## src/rtl/flash_word_responder.sv

```systemverilog
// flash_word_responder: serves 32-bit word reads by fetching four bytes from a byte-wide flash,
// substituting 8'hFF for any byte that does not arrive within TIMEOUT wait cycles.
module flash_word_responder #(
  parameter int TIMEOUT       = 255,
  parameter bit LITTLE_ENDIAN = 1'b1
) (
  input  logic        clk_50,
  input  logic        reset,
  input  logic        read,
  input  logic [22:0] address,
  output logic        waitrequest,
  output logic [31:0] readdata,
  output logic        readdatavalid,
  output logic        readerror,
  output logic [24:0] byte_addr,
  output logic        byte_rd,
  input  logic [7:0]  byte_data,
  input  logic        byte_valid
);
  localparam int CW = $clog2(TIMEOUT + 1);
  typedef enum logic [1:0] {IDLE, ISSUE, WAIT_BYTE, RESPOND} state_t;
  state_t      state;
  logic [22:0] addr_q;
  logic [1:0]  idx;
  logic [CW-1:0] cnt;
  logic        err;
  logic [31:0] word;
  logic        timed_out;
  logic        advance;
  logic [1:0]  lane;
  logic [31:0] word_next;
  always_comb begin
    timed_out = !byte_valid && cnt == CW'(TIMEOUT - 1);
    advance   = byte_valid || timed_out;
    lane      = LITTLE_ENDIAN ? idx : 2'd3 - idx;
    word_next = word;
    word_next[{lane, 3'b000} +: 8] = byte_valid ? byte_data : 8'hFF;
  end
  // Outputs are registered on the transition into the state that owns them.
  always_ff @(posedge clk_50) begin
    if (reset) begin
      state         <= IDLE;
      addr_q        <= '0;
      idx           <= '0;
      cnt           <= '0;
      err           <= 1'b0;
      word          <= '0;
      waitrequest   <= 1'b0;
      readdata      <= '0;
      readdatavalid <= 1'b0;
      readerror     <= 1'b0;
      byte_addr     <= '0;
      byte_rd       <= 1'b0;
    end else begin
      byte_rd       <= 1'b0;
      readdatavalid <= 1'b0;
      readerror     <= 1'b0;
      case (state)
        IDLE: if (read) begin
          addr_q      <= address;
          idx         <= 2'd0;
          err         <= 1'b0;
          waitrequest <= 1'b1;
          byte_addr   <= {address, 2'd0};
          byte_rd     <= 1'b1;
          state       <= ISSUE;
        end
        ISSUE: begin
          cnt   <= '0;
          state <= WAIT_BYTE;
        end
        WAIT_BYTE: if (advance) begin
          word <= word_next;
          err  <= err | timed_out;
          if (idx == 2'd3) begin
            readdata      <= word_next;
            readdatavalid <= 1'b1;
            readerror     <= err | timed_out;
            state         <= RESPOND;
          end else begin
            idx       <= idx + 2'd1;
            byte_addr <= {addr_q, idx + 2'd1};
            byte_rd   <= 1'b1;
            state     <= ISSUE;
          end
        end else cnt <= cnt + 1'b1;
        RESPOND: begin
          waitrequest <= 1'b0;
          state       <= IDLE;
        end
        default: state <= IDLE;
      endcase
    end
  end
endmodule

```

## config.mk

```make
export PLATFORM = sky130hd
export DESIGN_NAME = flash_word_responder
export DESIGN_NICKNAME = d
export VERILOG_FILES = /design/src/rtl/flash_word_responder.sv
export SDC_FILE = /design/constraint.sdc
export NUM_CORES = 1
export LEC_CHECK = 0
export BUFFER_PORTS_ARGS = -buffer_cell sky130_fd_sc_hd__buf_2
export CELL_PAD_IN_SITES_DETAIL_PLACEMENT = 0
export CELL_PAD_IN_SITES_GLOBAL_PLACEMENT = 1
export CORE_UTILIZATION = 40
export DETAILED_ROUTE_END_ITERATION = 6
export GPL_TIMING_DRIVEN = 1
export PLACE_DENSITY_LB_ADDON = 0.2
export SETUP_SLACK_MARGIN = 0.15
export SYNTH_ARGS = -nofsm -noshare
export SYNTH_HDL_FRONTEND = slang
export SYNTH_SLANG_ARGS = --single-unit
```

## constraint.sdc

```tcl
create_clock -name clk_50 -period 5.1 [get_ports clk_50]
set_input_delay 0.51 -clock clk_50 [delete_from_list [all_inputs] [get_ports clk_50]]
set_output_delay 0.51 -clock clk_50 [all_outputs]
set_load 0.005 [all_outputs]
```

-- Yosys cells after proc, flatten, opt, wreduce, memory -nomap -nowiden
Cells that the tools add are included.
W data, S select, Z words.
- flip-flop bits (word level): 129
- output and inout port bits: 61
- bits of input ports: 35
- word-level logic and storage cells: 73
- reductions and logical operators: 17
- bitwise logic cells: 4
- shift-type cells: 2
- muxes and demuxes: 26
- $add $sub $neg: 3
- equality and inequality tests: 9
- operators by type and width (kind ; count):
    $mux W25 ; 3
    $pmux W25 S2 ; 1
    $bwmux W32 ; 1
    $shift A8 B7 Y32 const A ; 1
    $shiftx A8 B7 Y32 ; 1
    $mux W8 ; 2
    $pmux W8 S2 ; 1
    $mux W2 ; 6
    $reduce_and A2 Y1 ; 5
    $add A8 B1 Y8 const B ; 1
    $eq A8 B8 Y1 const B ; 1
    $ne A2 B2 Y1 const B ; 4
    $pmux W2 S4 ; 1
    $mux W1 ; 7
    $neg A5 Y7 ; 1
    $eq A2 B2 Y1 const B ; 3
    $pmux W1 S2 ; 3
    $reduce_and A3 Y1 ; 2
    $reduce_bool A2 Y1 ; 3
    $pmux W2 S2 ; 1
    $reduce_and A4 Y1 ; 1
    $reduce_or A4 Y1 ; 1
    $not A1 Y1 ; 3
    $reduce_or A3 Y1 ; 1
    7 further kinds ; 7

-- Longest topological paths before layout
- depth after elaboration: 5
- depth in mapped cells: 8
- depth with buffers taken out: 6

-- Worst setup path before layout
No wires, ideal clock.
- path type: flip-flop to flip-flop
- from: register byte_addr[0] (netlist name)
- to: register readdata[16]
- setup time: 0.072 ns
- clock period less this slack: 1.873 ns
- slack: 3.227 ns
- path buffers: 1
- required time: 5.028 ns
- cell stages (with the launch flop): 8
- data arrival time: 1.802 ns
- path through: dfxtp_1 > inv_1 > ha_1 > nor4bb_1 > buf_2 > a21oi_1 > or2_2 > mux2i_1
- RTL lines (element ; line ; source):
    to (signal assigned) ; 76 ; readdata <= word_next;
    to (decl) ; 12 ; output logic [31:0] readdata,

-- Final worst setup path
- from: register state[0]
- to: register byte_addr[4]
- word-level cells in the longest chain between the ends: 3
- elaborated cells between the ends (all ways): 8
- classes of those cells: eq/ne: 4; mux: 1; reduce/logical: 3
- ends and longest elaborated chain (element ; line ; source):
    from (decl) ; 22 ; state_t state;
    from (signal assigned) ; 42 ; state <= IDLE;
    from (signal assigned) ; 66 ; state <= ISSUE;
    from (signal assigned) ; 70 ; state <= WAIT_BYTE;
    $eq A2 B2 Y1 or $logic_not A2 Y1 (tied branches) ; 58 ; case (state)
    $ne A2 B2 Y1 (no source line) or $reduce_bool A2 Y1 (tied branches) ; - ;
    $reduce_and A4 Y1 (no source line) ; - ;
    to (signal assigned) ; 64 ; byte_addr <= {address, 2'd0};
    to (signal assigned) ; 82 ; byte_addr <= {addr_q, idx + 2'd1};
    to (decl) ; 15 ; output logic [24:0] byte_addr,
Parallel ways exist; a longest one is shown, timed or not.
A chain may end at the register's enable or synchronous reset.

==> flow_metrics.tcl <==
set metrics [dict create \
    status "completed" \
    antennaDiodeCount 0 \
    finalHoldViolCount 0 \
    async_flop_share_pct 0 \
    core_area_um2 14480 \
    relSlewSlack_pct 26.29 \
    port_buffers 95 \
    max_freq_mhz 316.7 \
    hp-class "in2reg" \
    cts_tree "yes" \
    synth_warnings 0 \
    synth_top_cells_by_area "dfxtp_1 43%, mux2i_1 11%, nand2b_1 9.6%, a21oi_1 6.6%, nand2_1 6.1%" \
    via_per_inst 5.012 \
    nets 770 \
    reg2reg_to "byte_addr[4]" \
    required_ns 5.33 \
    hp-start "address[20]" \
    grt_max_degree 116 \
    cp-start-kind "register" \
    syn_area_um2 5927 \
    grt_pass1_vias 4440 \
    setup_viol 0 \
    grt_usage_pct 19.06 \
    placed_area_um2 6409 \
    synth-compound-area-share_pct 13.36 \
    synth_most_common_cell "dfxtp_1" \
    endpoint_kind "register" \
    num_vias 4626 \
    synth-xor-area-share_pct 0.1478 \
    setup_tns_ns 0 \
    die_w_um 123.7 \
    worstMarginPinSlew_ns 1.101 \
    synthAdderAreaFrac_pct 1.689 \
    fin_crit_sh_pct 61.91 \
    final_core_util_pct 48.45 \
    synth-simple-area-share_pct 24.93 \
    dieArea_um2 15310 \
    ant_nets 0 \
    hold_end "addr_q[20]" \
    ctsHtreeMaxLevel 4 \
    path_clk_slew_ns 0.06 \
    post-cts-setup-buffer-count 0 \
    clkSinkCount 127 \
    synth.avg_cell_area_um2 9.035 \
    critPathMaxFanout 26 \
    grt_pass1_wl_um 22360 \
    die_h_um 123.7 \
    hold_buffers 0 \
    ys_ff_latch 127 \
    yosys.area.top_type "dfxtp_1" \
    cp_data_arrival_time_ns 3.39 \
    wire_per_inst_um 14.95 \
    yosysUniqueCellTypes 48 \
    rrSetupSlack_ns 1.94 \
    ios 96 \
    synthCells 656 \
    fin_crit_ns 3.157 \
    pwr_density_cell_nw_per_um2 358.5 \
    post-synth-top-area-fraction_pct 42.90 \
    synth_ff_type "dfxtp_1" \
    drt_wl_total_um 13800 \
    numCtsBuffers 17 \
    drc 0 \
    ir_worst_vdd_mv 0.1899 \
    design_area_um2 7015 \
    drt_iter0_drc 231 \
    syn_nets 699 \
    cts.path.max_buffers 2 \
    antenna_found_initial 0 \
    skew_ns 0.008936 \
    layoutNonFillerInstCount 923 \
    rows 44 \
    hpwlAfterDp_um 8902 \
    root_buffer "clkbuf_16" \
    ys_seq_area_share_pct 42.90 \
    post_cts_resized 0 \
    reg2regPathDepth 4 \
    leakagePower_nw 3.137 \
    gp_congestion 0.7360 \
    rsz0062_at_grt "false" \
    synthTopCellsByCount "127 x dfxtp_1, 97 x nand2_1, 91 x nand2b_1" \
    initial_core_util_pct 40.94 \
    clkLatencyLatePin_ns 0.41 \
    hold_depth 3 \
    synth_enable_flop_cells 0 \
    grt-ovfl-total 0 \
    worst-setup-path-type "reg2reg" \
    area_growth_pct 18.37 \
    drive_gt1_share_pct 22.87 \
    place_inst 892 \
    r2r_start "state[0]" \
    synth_top_family_by_area "simple AND/OR/NAND/NOR gates" \
    maxCapViolCount 0 \
    muxShareOfSynthArea_pct 11.34 \
    slew_viol_final 0 \
    dr.pass1.iters 6 \
    hold_slack_ns 0.3440 \
]
[kinds of logic after synthesis]
family | after synthesis
mux | 67
compound gates | 124
xor+xnor | 1
simple gates | 272
fa+ha+maj | 8
flops | 127
buf+inv | 57
[power by group]
group | switching, mW | internal [mW] | total, mW | leakage, nW
registers | 0.0258 | 1.03 | 1.06 | 1.03
logic | 0.127 | 0.0902 | 0.217 | 1.81
clock network | 0.437 | 0.802 | 1.24 | 0.291
total | 0.590 | 1.93 | 2.51 | 3.14
[final cells by class]
cell class | instances | area [um^2]
Clock buffer | 21 | 470.5
Clock inverter | 10 | 136.4
Sequential cell | 127 | 2542
Multi-Input combinational cell | 472 | 3075
Fill cell | 1391 | 7463
Inverter | 6 | 22.52
Timing Repair Buffer | 103 | 538.0
Tap cell | 184 | 230.2
[critical path: stages, from the launching register on]
cell,delay [ns]
dfxtp_1,0.41
nand2b_1,0.66
o21ai_4,0.80
and2_1,0.88
a311oi_1,0.21
[worst max path at each step]
stage                          to    startpoint  slack (ns)
floorplan            readdata[16]  byte_addr[0]        3.23
finish               byte_addr[4]      state[0]        1.94
global placement    byte_addr[24]          read        2.06
global route         byte_addr[8]      state[1]        1.67
CTS                  byte_addr[4]      state[0]        1.85
detailed placement   byte_addr[4]      state[1]        1.85
[flip-flops by register name, indices dropped and copies added (netlist names), 2 cells and up]
register / flops
addr_q: 23
byte_addr: 25
cnt: 8
readdata: 32
state: 2
word: 32
[per-stage QoR]
step                      total power [mW]  setup WS, ns
final                                2.515         1.943
after global routing                 2.622         1.665
after CTS                            2.549         1.855
after detailed placement             1.300         1.848
after global placement               1.293         2.056
after floorplan                      1.236         3.227
[per-layer routing]
layer  track usage (%)  wire (um)  part of all wire, %
met1             23.91       6475                   47
met2             31.84       6660                   48
met3             4.396        538                  3.9
met4             6.777        124                 0.90
met5                 0          0                    0
[cell usage in the layout (no fill, tap or decap), types with 2 or more instances in the layout]
cell type and instances:
or3_1 2, dfxtp_1 127, inv_1 6, a311oi_1 20, ha_1 8, o21ai_4 2
nor2b_1 25, bufinv_16 3, a21o_1 8, buf_2 94, nor3_1 6, nor2_1 6
nor4bb_1 3, nand2b_1 91, mux2i_1 66, o211ai_1 2, nand3_1 6, a21oi_1 78
buf_4 9, or2_2 24, a311oi_2 3, and2_1 2, clkbuf_16 17, clkbuf_8 3
nand2_1 97, clkinv_2 3, o32ai_1 2, clkinvlp_4 3
(Power assumes the default switching activity.)
